**config.mk**
```make
export PLATFORM = sky130hd
export DESIGN_NAME = fetch_redirect_tracer_flat
export DESIGN_NICKNAME = d
export VERILOG_FILES = /design/src/rtl/fetch_redirect_tracer_pkg.sv /design/src/rtl/fetch_redirect_tracer_if.sv /design/src/rtl/fetch_redirect_tracer_fifo.sv /design/src/rtl/fetch_redirect_tracer.sv /design/src/flat_wrapper.sv
export SDC_FILE = /design/constraint.sdc
export NUM_CORES = 2
export LEC_CHECK = 0
export ABC_AREA = 1
export CELL_PAD_IN_SITES_DETAIL_PLACEMENT = 0
export CELL_PAD_IN_SITES_GLOBAL_PLACEMENT = 2
export CORE_MARGIN = 3
export CORE_UTILIZATION = 40
export DETAILED_ROUTE_END_ITERATION = 8
export GPL_ROUTABILITY_DRIVEN = 0
export GPL_TIMING_DRIVEN = 0
export PLACE_DENSITY_LB_ADDON = 0.1
export SLEW_MARGIN = 20
export SYNTH_ARGS = -nofsm -noshare
export SYNTH_HDL_FRONTEND = slang
export SYNTH_SLANG_ARGS = --single-unit
```
**constraint.sdc**
```tcl
create_clock -name CLK -period 13.7 [get_ports CLK]
set_clock_uncertainty 0.15 [all_clocks]
set_input_delay 4.11 -clock CLK [delete_from_list [all_inputs] [get_ports CLK]]
set_output_delay 4.11 -clock CLK [all_outputs]
set_load 0.005 [all_outputs]
```
**src/rtl/fetch_redirect_tracer_pkg.sv**
```systemverilog
// Shared types for the stage0 fetch-control tracer: event kinds, capture
// modes, the record layout and the kind/mode filter.
package fetch_trace_pkg;

  localparam int PC_STEP = 4;

  typedef enum logic [2:0] {
    KIND_SEQ    = 3'd0,
    KIND_JUMP   = 3'd1,
    KIND_FLUSH  = 3'd2,
    KIND_FENCE  = 3'd3,
    KIND_SFENCE = 3'd4,
    KIND_EPOCH  = 3'd5
  } trace_kind_e;

  typedef enum logic [1:0] {
    MODE_ALL        = 2'd0,
    MODE_CTRL       = 2'd1,
    MODE_EPOCH      = 2'd2,
    MODE_ALL_FREEZE = 2'd3
  } trace_mode_e;

  // Record layout for the default XLEN=64, TS_W=32 build; the tracer packs
  // its FIFO words in this same field order.
  typedef struct packed {
    trace_kind_e kind;
    logic [63:0] pc;
    logic [63:0] prev_pc;
    logic [1:0]  epochs;
    logic [31:0] ts;
  } trace_rec_t;

  // True when an event of kind k is captured under mode m.
  function automatic logic mode_pass(input trace_mode_e m, input trace_kind_e k);
    case (m)
      MODE_CTRL:  return (k == KIND_JUMP) || (k == KIND_FLUSH) ||
                         (k == KIND_FENCE) || (k == KIND_SFENCE);
      MODE_EPOCH: return (k == KIND_EPOCH);
      default:    return 1'b1;
    endcase
  endfunction

endpackage

```
**src/rtl/fetch_redirect_tracer_if.sv**
```systemverilog
// Trace record channel: valid/ready handshake plus the record fields.
// The tracer drives it through the master modport, the monitor through slave.
interface fetch_redirect_tracer_if #(
  parameter int XLEN = 64,
  parameter int TS_W = 32
);
  logic            o_rec_valid;
  logic            i_rec_ready;
  logic [2:0]      o_rec_kind;
  logic [XLEN-1:0] o_rec_pc;
  logic [XLEN-1:0] o_rec_prev_pc;
  logic [1:0]      o_rec_epochs;
  logic [TS_W-1:0] o_rec_ts;

  modport master (
    output o_rec_valid, o_rec_kind, o_rec_pc, o_rec_prev_pc, o_rec_epochs, o_rec_ts,
    input  i_rec_ready
  );

  modport slave (
    input  o_rec_valid, o_rec_kind, o_rec_pc, o_rec_prev_pc, o_rec_epochs, o_rec_ts,
    output i_rec_ready
  );
endinterface

```
**src/rtl/fetch_redirect_tracer_fifo.sv**
```systemverilog
// Synchronous FIFO for trace records. Push while full is accepted only when
// a pop happens in the same cycle; clear empties it and beats push/pop.
module trace_fifo #(
  parameter int DEPTH = 16,
  parameter int WIDTH = 8
) (
  input  logic                     CLK,
  input  logic                     RST_N,
  input  logic                     push,
  input  logic                     pop,
  input  logic                     clear,
  input  logic [WIDTH-1:0]         wdata,
  output logic [WIDTH-1:0]         rdata,
  output logic                     full,
  output logic                     empty,
  output logic [$clog2(DEPTH):0]   count
);
  localparam int AW = $clog2(DEPTH);

  logic [WIDTH-1:0] mem [DEPTH];
  logic [AW-1:0]    wr_ptr;
  logic [AW-1:0]    rd_ptr;
  logic             do_push;
  logic             do_pop;

  assign full    = (count == (AW+1)'(DEPTH));
  assign empty   = (count == '0);
  assign do_pop  = pop && !empty && !clear;
  assign do_push = push && (!full || do_pop) && !clear;
  assign rdata   = mem[rd_ptr];

  // Record storage; no reset, occupancy alone decides what is valid.
  always_ff @(posedge CLK) begin
    if (do_push) mem[wr_ptr] <= wdata;
  end

  // Pointers wrap naturally since DEPTH is a power of two.
  always_ff @(posedge CLK) begin
    if (!RST_N || clear) begin
      wr_ptr <= '0;
      rd_ptr <= '0;
      count  <= '0;
    end else begin
      if (do_push) wr_ptr <= wr_ptr + 1'b1;
      if (do_pop)  rd_ptr <= rd_ptr + 1'b1;
      case ({do_push, do_pop})
        2'b10:   count <= count + 1'b1;
        2'b01:   count <= count - 1'b1;
        default: count <= count;
      endcase
    end
  end
endmodule

```
**src/rtl/fetch_redirect_tracer.sv**
```systemverilog
// Stage0 fetch-control tracer: classifies one event per cycle, filters it by
// mode, timestamps it and buffers it for a monitor on the record channel.
module fetch_redirect_tracer
  import fetch_trace_pkg::*;
#(
  parameter int XLEN  = 64,
  parameter int DEPTH = 16,
  parameter int TS_W  = 32,
  parameter int OVF_W = 16
) (
  input  logic                   CLK,
  input  logic                   RST_N,
  input  logic                   i_enable,
  input  logic [1:0]             i_mode,
  input  logic                   i_clear,
  input  logic                   i_pc_en,
  input  logic [XLEN-1:0]        i_pc_d,
  input  logic [XLEN-1:0]        i_pc,
  input  logic                   i_flush,
  input  logic                   i_fence,
  input  logic                   i_sfence,
  input  logic                   i_eepoch,
  input  logic                   i_wepoch,
  fetch_redirect_tracer_if.master rec,
  output logic [$clog2(DEPTH):0] o_count,
  output logic [OVF_W-1:0]       o_overflow,
  output logic                   o_frozen
);
  localparam int REC_W = 3 + 2*XLEN + 2 + TS_W;

  function automatic logic [OVF_W-1:0] sat_inc(input logic [OVF_W-1:0] v);
    return (&v) ? v : v + 1'b1;
  endfunction

  logic [TS_W-1:0]  ts_p0;
  logic [1:0]       epochs_p0;
  logic [1:0]       epochs_p1;
  logic             primed_p1;
  logic             evt_vld;
  trace_kind_e      evt_kind;
  logic             push_req;
  logic             pop;
  logic             drop;
  logic             fifo_full;
  logic             fifo_empty;
  logic             rec_vld;
  logic [REC_W-1:0] wdata;
  logic [REC_W-1:0] rdata;

  assign epochs_p0 = {i_wepoch, i_eepoch};

  // Event classification, highest priority first; the epoch compare is
  // suppressed until the previous-epoch register has been primed.
  always_comb begin
    evt_vld  = 1'b1;
    evt_kind = KIND_SEQ;
    if (i_flush)                                    evt_kind = KIND_FLUSH;
    else if (i_sfence)                              evt_kind = KIND_SFENCE;
    else if (i_fence)                               evt_kind = KIND_FENCE;
    else if (primed_p1 && (epochs_p0 != epochs_p1)) evt_kind = KIND_EPOCH;
    else if (i_pc_en)
      evt_kind = (i_pc_d == i_pc + XLEN'(PC_STEP)) ? KIND_SEQ : KIND_JUMP;
    else
      evt_vld = 1'b0;
  end

  assign push_req = evt_vld && mode_pass(trace_mode_e'(i_mode), evt_kind) &&
                    i_enable && !o_frozen && !i_clear;
  assign rec_vld  = !fifo_empty;
  assign pop      = rec_vld && rec.i_rec_ready;
  assign drop     = push_req && fifo_full && !pop;
  assign wdata    = {evt_kind, i_pc_d, i_pc, epochs_p0, ts_p0};

  // Timestamp, epoch history, drop accounting and freeze flag.
  always_ff @(posedge CLK) begin
    if (!RST_N) begin
      ts_p0      <= '0;
      epochs_p1  <= '0;
      primed_p1  <= 1'b0;
      o_overflow <= '0;
      o_frozen   <= 1'b0;
    end else begin
      ts_p0     <= ts_p0 + 1'b1;
      epochs_p1 <= epochs_p0;
      primed_p1 <= 1'b1;
      if (i_clear) begin
        o_overflow <= '0;
        o_frozen   <= 1'b0;
      end else if (drop) begin
        if (trace_mode_e'(i_mode) == MODE_ALL_FREEZE) o_frozen <= 1'b1;
        else                                          o_overflow <= sat_inc(o_overflow);
      end
    end
  end

  trace_fifo #(.DEPTH(DEPTH), .WIDTH(REC_W)) u_fifo (
    .CLK   (CLK),
    .RST_N (RST_N),
    .push  (push_req),
    .pop   (pop),
    .clear (i_clear),
    .wdata (wdata),
    .rdata (rdata),
    .full  (fifo_full),
    .empty (fifo_empty),
    .count (o_count)
  );

  assign rec.o_rec_valid   = rec_vld;
  assign rec.o_rec_kind    = rec_vld ? rdata[REC_W-1 -: 3]           : '0;
  assign rec.o_rec_pc      = rec_vld ? rdata[REC_W-4 -: XLEN]        : '0;
  assign rec.o_rec_prev_pc = rec_vld ? rdata[REC_W-4-XLEN -: XLEN]   : '0;
  assign rec.o_rec_epochs  = rec_vld ? rdata[TS_W+1 -: 2]            : '0;
  assign rec.o_rec_ts      = rec_vld ? rdata[TS_W-1:0]               : '0;
endmodule

```
**src/flat_wrapper.sv**
```systemverilog
// flat-port wrapper written by rule: the top's interface ports become plain ports
module fetch_redirect_tracer_flat import fetch_trace_pkg::*;
#(
  parameter int XLEN  = 64,
  parameter int DEPTH = 16,
  parameter int TS_W  = 32,
  parameter int OVF_W = 16
)
  (CLK, RST_N, i_enable, i_mode, i_clear, i_pc_en, i_pc_d, i_pc, i_flush, i_fence, i_sfence, i_eepoch, i_wepoch, o_count, o_overflow, o_frozen, rec_o_rec_valid, rec_o_rec_kind, rec_o_rec_pc, rec_o_rec_prev_pc, rec_o_rec_epochs, rec_o_rec_ts, rec_i_rec_ready);
  fetch_redirect_tracer_if #(.XLEN(XLEN), .TS_W(TS_W)) rec_i ();
  input  logic CLK;
  input  logic RST_N;
  input  logic i_enable;
  input  logic [1:0] i_mode;
  input  logic i_clear;
  input  logic i_pc_en;
  input  logic [XLEN-1:0] i_pc_d;
  input  logic [XLEN-1:0] i_pc;
  input  logic i_flush;
  input  logic i_fence;
  input  logic i_sfence;
  input  logic i_eepoch;
  input  logic i_wepoch;
  output logic [$clog2(DEPTH):0] o_count;
  output logic [OVF_W-1:0] o_overflow;
  output logic o_frozen;
  output wire logic [$bits(rec_i.o_rec_valid)-1:0] rec_o_rec_valid;
  output wire logic [$bits(rec_i.o_rec_kind)-1:0] rec_o_rec_kind;
  output wire logic [$bits(rec_i.o_rec_pc)-1:0] rec_o_rec_pc;
  output wire logic [$bits(rec_i.o_rec_prev_pc)-1:0] rec_o_rec_prev_pc;
  output wire logic [$bits(rec_i.o_rec_epochs)-1:0] rec_o_rec_epochs;
  output wire logic [$bits(rec_i.o_rec_ts)-1:0] rec_o_rec_ts;
  input wire logic [$bits(rec_i.i_rec_ready)-1:0] rec_i_rec_ready;
  assign rec_o_rec_valid = rec_i.o_rec_valid;
  assign rec_o_rec_kind = rec_i.o_rec_kind;
  assign rec_o_rec_pc = rec_i.o_rec_pc;
  assign rec_o_rec_prev_pc = rec_i.o_rec_prev_pc;
  assign rec_o_rec_epochs = rec_i.o_rec_epochs;
  assign rec_o_rec_ts = rec_i.o_rec_ts;
  assign rec_i.i_rec_ready = rec_i_rec_ready;
  fetch_redirect_tracer #(.XLEN(XLEN), .DEPTH(DEPTH), .TS_W(TS_W), .OVF_W(OVF_W)) u_core (.CLK(CLK), .RST_N(RST_N), .i_enable(i_enable), .i_mode(i_mode), .i_clear(i_clear), .i_pc_en(i_pc_en), .i_pc_d(i_pc_d), .i_pc(i_pc), .i_flush(i_flush), .i_fence(i_fence), .i_sfence(i_sfence), .i_eepoch(i_eepoch), .i_wepoch(i_wepoch), .rec(rec_i), .o_count(o_count), .o_overflow(o_overflow), .o_frozen(o_frozen));
endmodule
```
==> impl_results.md <==
* Run status: completed
* Final Setup Violations at 0
* Design Area, Final at 0.130 mm²
* Worst r2r dst: u_core.u_fifo.mem[6][129]$_DFFE_PP_
* Non-Filler Instances at approximately 13000
* Post-Synthesis Cells at 8185
* FF-to-FF Start: u_core.epochs_p1[1]$_SDFF_PN0_
* Crit path max fanout at 10
* H-tree levels at 5
* Via/cell ratio at 5.91
* Pre-CTS setup slack at 2600 ps
* Detailed-route DRC error count at 0
* Flop-to-flop setup slack at 9210 ps
* Hpwl dp at 296000 µm
* DIE AREA at 0.276 mm²
* Rel. slew slack at roughly 18%
* Synth warnings at 0
* Maximum Capacitance Violations at 0
* Area Overhead vs Synth at 20.9%
* Unique masters post-synth at 44
* Vias in the first global route at 73020
* Sequential cell area fraction in the yosys report at between 70% and 80%
* Final min period at 10210 ps
* Worst endpoint required time at 9440 ps
* Count leader, synth: edfxtp_1
* Die H at roughly 530 µm
* Final nets at 9196
* Worst IR drop on VDD at 0.0954 mV
* CTS tree: done
* EDFF count, synth at between 2000 and 3000
* Worst endpoint data arrival time at 5950 ps
* Fill count at around 24000
* Setup WS post-layout at 3490 ps
* Boundary Pins at 329
* Share of the synthesized area in the top cell type at 73.4%
* Hold WS at 359 ps
* Post-synth ARST share at 0%
* Vias at approximately 76000
* Synth top area cells: edfxtp_1, o21ai_0, nor2_1
* Class of the most critical setup path: flip-flop to output pin
* RSZ-0062 raised after global routing: false
* Global route overflow at 0
* Initial antenna violation count at 34
* Cell Count Post-Placement at about 12000
* Initial Util at 40.3%
* Power Total at between 15 and 20 mW
* Post-cts resize count at 0
* All-Layer GR Usage at between 20 and 30%
* Setup Total Neg Slack at 0 ps
* Final core area utilization at roughly 50%
* Synth top cells by count: edfxtp_1, nor2_1, o21ai_0, clkbuf_1, o221ai_1
* CTS hold repair buffers at 0
* Min-Delay Path Class: flip-flop to flip-flop
* Synthesized area per cell at 13.2 µm²
* Largest net degree at the start of global routing at 23
* Worst Setup Start Kind: flip-flop
* Drt first pass iters at 6
* DP Area at 0.121 mm²
* Synth area leader: edfxtp_1
* ANT nets after route at 0
* Clock Tree Buf Depth at 4
* Crit path to: rec_o_rec_prev_pc[59]
* Worst r2r path cells at 18
* Total Wirelength at about 420000 µm
* Cell Area, Synth at 0.108 mm²
* Final slew viol count at 0
* Number of cell rows at 190
* CORE AREA at approximately 0.27 mm²
* Final worst-path cycle share at about three quarters
* Sink Count at 2709
* Horiz. Die Dim at around 530 µm
* Fmax at around 100 MHz
* Root Buffer: clkbuf_16
* PD cells at 139 mW/mm²
* Final hold vios at 0
* Actual slew at the worst max-slew pin at 1230 ps
* Post-CTS setup buffer count at 0
* Synthesized flop and latch total at between 2000 and 3000
* First-pass GRT wire length at 578000 µm
* Routed wire per std cell at 32.6 µm
* LEAKAGE at 41.3 nW
* Worst-Skew Late Latency at around 930 ps
* Worst-path clk slew at 60 ps
* Main flop type after synthesis: edfxtp_1
* Starting DRT DRC Count at approximately 9500
* WHS Path Cells at 2
* Share of cells above drive strength 1 at 8.90%
* Worst setup EP type: output pin
* Post-Syn Nets at 8342
* Port bufs at 328
* CTS buffer count at 303
[critical path, stage by stage, from the launching register on]
cell,delay (ps)
dfxtp_1,320
clkbuf_1,240
clkbuf_1,400
buf_6,260
clkbuf_2,530
clkbuf_2,500
buf_16,230
clkbuf_1,660
nor2_1,120
o221ai_1,200
nand3_1,480
a21oi_1,440
clkdlybuf4s50_1,560
[flip-flops by register name (all words and copies together) (netlist names), named ones only]
register and flops:
u_core.epochs_p1 2, u_core.o_overflow 16, u_core.u_fifo.rd_ptr 4, u_core.u_fifo.count 5, u_core.primed_p1 1, u_core.u_fifo.wr_ptr 4
u_core.ts_p0 32, u_core.o_frozen 1, u_core.u_fifo.mem 2640
[worst min path at each step]
stage | startpoint | end | slack [ps]
after CTS | u_core.o_frozen$_SDFFE_PP0P_ | u_core.o_frozen$_SDFFE_PP0P_ | 360
final | u_core.u_fifo.wr_ptr[3]$_SDFFE_PP0P_ | u_core.u_fifo.wr_ptr[3]$_SDFFE_PP0P_ | 360
after global placement | u_core.u_fifo.count[4]$_SDFFE_PP0P_ | u_core.u_fifo.count[4]$_SDFFE_PP0P_ | 330
after global routing | u_core.o_frozen$_SDFFE_PP0P_ | u_core.o_frozen$_SDFFE_PP0P_ | 370
after detailed placement | u_core.u_fifo.count[4]$_SDFFE_PP0P_ | u_core.u_fifo.count[4]$_SDFFE_PP0P_ | 340
after floorplan | u_core.u_fifo.rd_ptr[2]$_SDFFE_PP0P_ | flip-flop | 280
[area by class of cell]
cell class	instances	area (µm²)	share of cell area (%)
Sequential cell	2709	80700	61.8
Multi-Input combinational cell	4734	24600	18.9
Timing Repair Buffer	549	8200	6.29
Clock buffer	370	7970	6.11
Tap cell	3552	4440	3.41
Buffer	572	2240	1.72
Clock inverter	179	1660	1.27
Inverter	170	638	0.489
Antenna cell	21	52.6	0.0403
[where the power goes]
| part | leakage (nW) | internal (mW) | switching, mW |
|---|---|---|---|
| clock network | 4.73 | 4.58 | 3.43 |
| logic | 12.5 | 0.273 | 0.678 |
| registers | 24.0 | 9.10 | 0.0121 |
| total | 41.3 | 14.0 | 4.12 |
[metal layers]
layer | up-vias | global-route usage, % | wire length, µm
met3 | 598 | 3.97 | 31500
met5 | - | 0 | 34
met1 | 39206 | 42.7 | 181000
met2 | 3425 | 46.0 | 191000
li1 | 32747 | - | -
met4 | 4 | 9.75 | 14700
[logic make-up after synthesis]
| family | synth area share (%) |
|---|---|
| adder cells (fa/ha/maj) | 0.192 |
| AO/OA/AOI/OAI | 13.6 |
| flip-flops | 74.7 |
| AND/OR/NAND/NOR | 8.41 |
| XOR/XNOR | 0.479 |
| buffers and inverters | 2.59 |
[layout by cell type, fill, tap and decap left out, types with 62 or more instances in the layout]
| cell | n |
|---|---|
| o211ai_1 | 200 |
| inv_1 | 160 |
| clkbuf_16 | 306 |
| clkdlybuf4s50_1 | 294 |
| clkinv_1 | 62 |
| o21ai_0 | 1348 |
| buf_16 | 92 |
| o221ai_1 | 460 |
| buf_12 | 125 |
| edfxtp_1 | 2640 |
| dfxtp_1 | 69 |
| nand3_1 | 190 |
| clkbuf_1 | 533 |
| nand2_1 | 382 |
| o22ai_1 | 200 |
| clkinv_2 | 63 |
| nor2_1 | 1526 |
| a21oi_1 | 199 |
(Power assumes the default switching activity.)
